**src/rtl/cache_flush_ctrl_if.sv**
```systemverilog
// Bank maintenance bus: flush request/completion, core-request gating and the
// maintenance operation stream into the bank pipeline input mux.
interface cache_flush_ctrl_if #(
  parameter int CACHE_SIZE = 16384,
  parameter int LINE_SIZE  = 64,
  parameter int NUM_BANKS  = 1,
  parameter int NUM_WAYS   = 1
);
  localparam int LINE_SEL_BITS = $clog2(CACHE_SIZE / (LINE_SIZE * NUM_BANKS * NUM_WAYS));
  localparam int WAY_SEL_BITS  = (NUM_WAYS > 1) ? $clog2(NUM_WAYS) : 1;

  logic                     flush_valid;
  logic                     flush_ready;
  logic                     flush_done_valid;
  logic                     flush_done_ready;
  logic                     core_req_valid;
  logic                     core_req_ready;
  logic                     mshr_empty;
  logic                     pipe_ready;
  logic                     pipe_valid;
  logic                     pipe_init;
  logic                     pipe_flush;
  logic [LINE_SEL_BITS-1:0] pipe_line;
  logic [WAY_SEL_BITS-1:0]  pipe_way;
  logic                     busy;

  // Controller side.
  modport slave (
    input  flush_valid, flush_done_ready, core_req_valid, mshr_empty, pipe_ready,
    output flush_ready, flush_done_valid, core_req_ready,
    output pipe_valid, pipe_init, pipe_flush, pipe_line, pipe_way, busy
  );

  // Bank / requester side.
  modport master (
    output flush_valid, flush_done_ready, core_req_valid, mshr_empty, pipe_ready,
    input  flush_ready, flush_done_valid, core_req_ready,
    input  pipe_valid, pipe_init, pipe_flush, pipe_line, pipe_way, busy
  );
endinterface

```
**src/rtl/cache_flush_ctrl.sv**
```systemverilog
// Per-bank cache maintenance sequencer: init sweep after reset, flush sweep on request.
// Define CACHE_FLUSH_DRAIN_EN to make DRAIN wait for mshr_empty; otherwise DRAIN is one cycle.
module cache_flush_ctrl #(
  parameter int CACHE_SIZE = 16384,
  parameter int LINE_SIZE  = 64,
  parameter int NUM_BANKS  = 1,
  parameter int NUM_WAYS   = 1
) (
  input logic               clk,
  input logic               reset,
  cache_flush_ctrl_if.slave bus
);
  localparam int LINE_SEL_BITS = $clog2(CACHE_SIZE / (LINE_SIZE * NUM_BANKS * NUM_WAYS));
  localparam int WAY_SEL_BITS  = (NUM_WAYS > 1) ? $clog2(NUM_WAYS) : 1;
  localparam logic [WAY_SEL_BITS-1:0] LAST_WAY = WAY_SEL_BITS'(NUM_WAYS - 1);

  typedef enum logic [2:0] {
    S_INIT,
    S_IDLE,
    S_DRAIN,
    S_FLUSH,
    S_DONE
  } state_e;

  state_e                   state_q, state_d;
  logic [LINE_SEL_BITS-1:0] line_ctr_q, line_ctr_d;
  logic [WAY_SEL_BITS-1:0]  way_ctr_q, way_ctr_d;
  logic                     drain_exit;
  logic                     unused_in;

`ifdef CACHE_FLUSH_DRAIN_EN
  assign drain_exit = bus.mshr_empty;
  assign unused_in  = bus.core_req_valid;
`else
  assign drain_exit = 1'b1;
  assign unused_in  = bus.core_req_valid ^ bus.mshr_empty;
`endif

  // NOTE: every variable gets a default at the top of the block, so no path leaves one unassigned and no latch is inferred.
  always_comb begin
    state_d    = state_q;
    line_ctr_d = line_ctr_q;
    way_ctr_d  = way_ctr_q;
    case (state_q)
      S_INIT: begin
        if (bus.pipe_ready) begin
          line_ctr_d = line_ctr_q + 1'b1;
          if (&line_ctr_q) state_d = S_IDLE;
        end
      end
      S_IDLE: begin
        if (bus.flush_valid) state_d = S_DRAIN;
      end
      S_DRAIN: begin
        if (drain_exit) state_d = S_FLUSH;
      end
      S_FLUSH: begin
        // Way-minor walk; the last (line, way) leaves both counters wrapped to 0.
        if (bus.pipe_ready) begin
          if (way_ctr_q == LAST_WAY) begin
            way_ctr_d  = '0;
            line_ctr_d = line_ctr_q + 1'b1;
            if (&line_ctr_q) state_d = S_DONE;
          end else begin
            way_ctr_d = way_ctr_q + 1'b1;
          end
        end
      end
      S_DONE: begin
        if (bus.flush_done_ready) state_d = S_IDLE;
      end
      default: state_d = S_INIT;
    endcase
  end

  // NOTE: state is updated with non-blocking assignments only; reset is synchronous and covers every flop.
  always_ff @(posedge clk) begin
    if (reset) begin
      state_q    <= S_INIT;
      line_ctr_q <= '0;
      way_ctr_q  <= '0;
    end else begin
      state_q    <= state_d;
      line_ctr_q <= line_ctr_d;
      way_ctr_q  <= way_ctr_d;
    end
  end

  // Outputs decode the registered state; only core_req_ready sees an input (pipe_ready).
  always_comb begin
    bus.pipe_valid       = 1'b0;
    bus.pipe_init        = 1'b0;
    bus.pipe_flush       = 1'b0;
    bus.pipe_line        = '0;
    bus.pipe_way         = '0;
    bus.core_req_ready   = 1'b0;
    bus.flush_ready      = 1'b0;
    bus.flush_done_valid = 1'b0;
    bus.busy             = (state_q != S_IDLE);
    case (state_q)
      S_INIT: begin
        bus.pipe_valid = 1'b1;
        bus.pipe_init  = 1'b1;
        bus.pipe_line  = line_ctr_q;
      end
      S_IDLE: begin
        bus.core_req_ready = bus.pipe_ready;
        bus.flush_ready    = 1'b1;
      end
      S_FLUSH: begin
        bus.pipe_valid = 1'b1;
        bus.pipe_flush = 1'b1;
        bus.pipe_line  = line_ctr_q;
        bus.pipe_way   = way_ctr_q;
      end
      S_DONE: begin
        bus.flush_done_valid = 1'b1;
      end
      default: ;
    endcase
  end
endmodule
```
**src/flat_wrapper.sv**
```systemverilog
// flat-port wrapper written by rule: the top's interface ports become plain ports
module cache_flush_ctrl_flat 
#(
  parameter int CACHE_SIZE = 16384,
  parameter int LINE_SIZE  = 64,
  parameter int NUM_BANKS  = 1,
  parameter int NUM_WAYS   = 1
)
  (clk, reset, bus_flush_valid, bus_flush_done_ready, bus_core_req_valid, bus_mshr_empty, bus_pipe_ready, bus_flush_ready, bus_flush_done_valid, bus_core_req_ready, bus_pipe_valid, bus_pipe_init, bus_pipe_flush, bus_pipe_line, bus_pipe_way, bus_busy);
  cache_flush_ctrl_if #(.CACHE_SIZE(CACHE_SIZE), .LINE_SIZE(LINE_SIZE), .NUM_BANKS(NUM_BANKS), .NUM_WAYS(NUM_WAYS)) bus_i ();
  input logic clk;
  input logic reset;
  input wire logic [$bits(bus_i.flush_valid)-1:0] bus_flush_valid;
  input wire logic [$bits(bus_i.flush_done_ready)-1:0] bus_flush_done_ready;
  input wire logic [$bits(bus_i.core_req_valid)-1:0] bus_core_req_valid;
  input wire logic [$bits(bus_i.mshr_empty)-1:0] bus_mshr_empty;
  input wire logic [$bits(bus_i.pipe_ready)-1:0] bus_pipe_ready;
  output wire logic [$bits(bus_i.flush_ready)-1:0] bus_flush_ready;
  output wire logic [$bits(bus_i.flush_done_valid)-1:0] bus_flush_done_valid;
  output wire logic [$bits(bus_i.core_req_ready)-1:0] bus_core_req_ready;
  output wire logic [$bits(bus_i.pipe_valid)-1:0] bus_pipe_valid;
  output wire logic [$bits(bus_i.pipe_init)-1:0] bus_pipe_init;
  output wire logic [$bits(bus_i.pipe_flush)-1:0] bus_pipe_flush;
  output wire logic [$bits(bus_i.pipe_line)-1:0] bus_pipe_line;
  output wire logic [$bits(bus_i.pipe_way)-1:0] bus_pipe_way;
  output wire logic [$bits(bus_i.busy)-1:0] bus_busy;
  assign bus_i.flush_valid = bus_flush_valid;
  assign bus_i.flush_done_ready = bus_flush_done_ready;
  assign bus_i.core_req_valid = bus_core_req_valid;
  assign bus_i.mshr_empty = bus_mshr_empty;
  assign bus_i.pipe_ready = bus_pipe_ready;
  assign bus_flush_ready = bus_i.flush_ready;
  assign bus_flush_done_valid = bus_i.flush_done_valid;
  assign bus_core_req_ready = bus_i.core_req_ready;
  assign bus_pipe_valid = bus_i.pipe_valid;
  assign bus_pipe_init = bus_i.pipe_init;
  assign bus_pipe_flush = bus_i.pipe_flush;
  assign bus_pipe_line = bus_i.pipe_line;
  assign bus_pipe_way = bus_i.pipe_way;
  assign bus_busy = bus_i.busy;
  cache_flush_ctrl #(.CACHE_SIZE(CACHE_SIZE), .LINE_SIZE(LINE_SIZE), .NUM_BANKS(NUM_BANKS), .NUM_WAYS(NUM_WAYS)) u_core (.clk(clk), .reset(reset), .bus(bus_i));
endmodule
```
**config.mk**
```make
export PLATFORM = sky130hd
export DESIGN_NAME = cache_flush_ctrl_flat
export DESIGN_NICKNAME = d
export VERILOG_FILES = /design/src/rtl/cache_flush_ctrl_if.sv /design/src/rtl/cache_flush_ctrl.sv /design/src/flat_wrapper.sv
export SDC_FILE = /design/constraint.sdc
export NUM_CORES = 1
export LEC_CHECK = 0
export ABC_CLOCK_PERIOD_IN_PS = 3800
export CAP_MARGIN = 10
export CORE_MARGIN = 1
export CORE_UTILIZATION = 40
export DETAILED_ROUTE_END_ITERATION = 10
export GPL_ROUTABILITY_DRIVEN = 0
export PLACE_DENSITY = 0.69
export SETUP_SLACK_MARGIN = 0.1
export SYNTH_ARGS = -nofsm -noshare
export SYNTH_HDL_FRONTEND = slang
export SYNTH_SLANG_ARGS = --single-unit
```
**constraint.sdc**
```tcl
create_clock -name clk -period 3.8 [get_ports clk]
set_clock_uncertainty 0.2 [all_clocks]
set_input_delay 1.14 -clock clk [delete_from_list [all_inputs] [get_ports clk]]
set_output_delay 1.14 -clock clk [all_outputs]
set_load 0.01 [all_outputs]
```
==> results.json <==
{
  "drive_gt1_frac": 0.1009,
  "register_area_share_after_synthesis": 0.2807,
  "io_pins": 23,
  "post-route-period-util": 0.9484,
  "number_of_instances_in_the_synthesized_netlist": 91,
  "leakage_nw": 0.3718,
  "setup_failing_eps_final": 0,
  "crit_required_ns": 2.46,
  "post_cts_hold_buffer_count": 0,
  "holdPathEnd": "u_core.line_ctr_q[4]$_SDFFE_PP0P_",
  "root_buffer": "sky130_fd_sc_hd__clkbuf_4",
  "finalHoldViolations": 0,
  "clock_tree.htree_level_count": 1,
  "die_area_um2": 2142,
  "cts_max_path_buffers": 2,
  "r2r_setup_slack_ns": 1.83,
  "tritoncts": "done",
  "place.port_buffers": 19,
  "timing.critical_path.arrival_ns": 2.26,
  "cts.sinks": 11,
  "fin_util": 0.5544,
  "worst_pin_slew_ns": 0.6134,
  "cts.clk_slew.worst_paths_ns": 0.08,
  "grt_pass1_wl_um": 2773,
  "timing.max_slew.rel_slack": 0.5881,
  "worst_setup_path_end_kind": "output pin",
  "worst_r2r_startpoint": "u_core.state_q[0]$_SDFFE_PP0P_",
  "finalMaxSlewViolations": 0,
  "drt_pass1_iterations": 3,
  "worstHoldPathType": "reg2reg",
  "min_from": "u_core.line_ctr_q[4]$_SDFFE_PP0P_",
  "nets": 118,
  "areaGrowthSynthToFinish_pct": 26.00,
  "finalSetupTns_ns": 0,
  "hpwlAfterDp_um": 1338,
  "drv_cap": 0,
  "detail_route.iter0.violations": 7,
  "initial_core_util": 0.4400,
  "power_per_cell_area_nw_per_um2": 226.7,
  "via_per_inst": 5.545,
  "rr_endpoint": "u_core.line_ctr_q[6]$_SDFFE_PP0P_",
  "period_minus_slack_ns": 3.604,
  "number_of_antenna_violations_at_the_first_check_in_global_routing": 0,
  "postCtsResizedCells": 0,
  "holdPathStages": 2,
  "status": "finished, final reports clean",
  "syn-cell-area_um2": 784.5,
  "cts_inserted_buffers": 3,
  "overflow_left_after_global_routing": 0,
  "route.vias.total": 743,
  "route.antenna.remaining_nets": 0,
  "yosys_warnings": 0,
  "r2r_depth": 3,
  "antenna_cells_inserted": 0,
  "worst_vdd_rail_ir_drop_mv": 0.1185,
  "wl_per_cell_um": 13.36,
  "clk_latency_ns": 0.27,
  "track_usage": 0.1863,
  "fp-row-count": 15,
  "die_height_um": 46.29,
  "worst-path-max-fanout": 2,
  "grt_start_max_net_pins": 17,
  "ff_latch_count_synth": 11,
  "core_area_um2": 1783,
  "hold-worst-slack_ns": 0.3212,
  "crit_type": "in2out",
  "totalWireLength_um": 1790,
  "unrepaired_setup_endpoints_after_global_routing": "no",
  "critical_path.startpoint_type": "primary input",
  "grt_pass1_vias": 678,
  "maxClockFrequency_ghz": 0.2775,
  "yosys.cell_types.count": 37,
  "cts.repair_timing.setup_buffer_count": 0,
  "avgSynthCellArea_um2": 8.621,
  "drt_drc_violations_left": 0,
  "die_w_um": 46.29,
  "finalPower_uw": 224.1,
  "synth.net_count": 99
}
synth_stat cells, drive strengths merged:
library cell,number,area [µm²]
inv,5,18.77
nand3,2,10.01
xor2,1,16.27
nor2,5,18.77
nor4,1,21.27
nand2,3,11.26
dlygate4sd1,1,8.760
nor2b,5,31.28
o31ai,6,45.04
mux2i,1,10.01
and3,7,45.05
nand4b,1,23.77
and2,1,6.260
o211a,1,10.01
o21ai,5,25.02
xnor2,1,8.760
nand2b,2,15.02
nor3b,1,7.510
and2b,1,7.510
mux2,2,26.27
o211ai,1,7.510
ha,1,12.51
nor4b,3,26.28
nor3,2,10.01
dfxtp,11,220.2
a21oi,6,30.03
nor4bb,1,10.01
or3,1,6.260
or4,4,30.03
buf,5,42.53
conb,1,3.750
nand4,3,18.77
critical path, stage by stage:
cell and delay [ns]:
sky130_fd_sc_hd__clkdlybuf4s50_1 0.47, sky130_fd_sc_hd__and2_1 0.12, sky130_fd_sc_hd__clkdlybuf4s50_1 0.53
final cells by class:
type,count,area (µm²)
well taps,25,31.28
fillers,179,794.5
inverters,5,18.77
clock buffers,4,26.28
multi-input cells,69,494.2
repair buffers,20,197.7
flip-flops and latches,11,220.2
flip-flops by register name, summed over array words and instances, names as in the netlist:
register,flops
u_core.state_q,3
u_core.line_ctr_q,8
power breakdown:
part / internal [mW] / switching (mW) / leakage (nW) / total, mW
clock network: 0.0406 / 0.0407 / 0.0150 / 0.0813
registers: 0.117 / 0.00278 / 0.0889 / 0.120
logic: 0.0118 / 0.0113 / 0.268 / 0.0231
total: 0.169 / 0.0548 / 0.372 / 0.224
logic make-up (layout without fill, tap and decap cells):
logic type / count (synthesis) / after routing / synth area share
multiplexers: 3 / 3 / 0.04625
adder cells (fa/ha/maj): 1 / 1 / 0.01595
flip-flops: 11 / 11 / 0.2807
other: 1 / 1 / 0.004780
AO/OA/AOI/OAI: 19 / 19 / 0.1499
XOR/XNOR: 2 / 2 / 0.03191
buffers and inverters: 11 / 29 / 0.08931
AND/OR/NAND/NOR: 43 / 43 / 0.3812
cells in the final DEF (no fill, tap or decap), types with 2 or more instances in the layout:
cell type                          n
sky130_fd_sc_hd__o21ai_0           5
sky130_fd_sc_hd__clkbuf_4          3
sky130_fd_sc_hd__and3_1            6
sky130_fd_sc_hd__nor3_1            2
sky130_fd_sc_hd__inv_1             5
sky130_fd_sc_hd__clkdlybuf4s50_1  19
sky130_fd_sc_hd__o31ai_1           6
sky130_fd_sc_hd__nand4_1           3
sky130_fd_sc_hd__nor4b_1           3
sky130_fd_sc_hd__nand3_1           2
sky130_fd_sc_hd__nand2_1           3
sky130_fd_sc_hd__a21oi_1           6
sky130_fd_sc_hd__nor2_1            5
sky130_fd_sc_hd__nor2b_1           5
sky130_fd_sc_hd__or4_1             4
sky130_fd_sc_hd__dfxtp_1          11
layer usage:
metal | GRT usage | share of wire | vias to the layer above
met4 | 0.1176 | 0.011 | 0
met3 | 0.02353 | 0.036 | 2
met2 | 0.3352 | 0.52 | 18
li1 | - | - | 369
met1 | 0.2024 | 0.44 | 354
met5 | 0 | 0 | -
stage by stage:
step                instances  setup slack, ns  area, µm²
floorplan                  91            1.174      784.5
finish                    134           0.1961      988.4
CTS                       134           0.1862      988.4
detailed placement        130           0.1922      962.2
global placement          130           0.2105      962.2
global route              134           0.1478      988.4
worst max-delay path by stage:
| stage | end | from | slack, ns | cells after the start |
|---|---|---|---|---|
| 6_report | bus_core_req_ready | bus_pipe_ready | 0.20 | 3 |
| 5_1_grt | bus_core_req_ready | bus_pipe_ready | 0.15 | 3 |
| 4_1_cts | bus_core_req_ready | bus_pipe_ready | 0.19 | 3 |
| 3_5_place_dp | bus_core_req_ready | bus_pipe_ready | 0.19 | 3 |
| 3_3_place_gp | bus_core_req_ready | bus_pipe_ready | 0.21 | 3 |
| 2_1_floorplan | bus_core_req_ready | bus_pipe_ready | 1.17 | 1 |
Note: power is estimated with default switching activity, not from simulation.
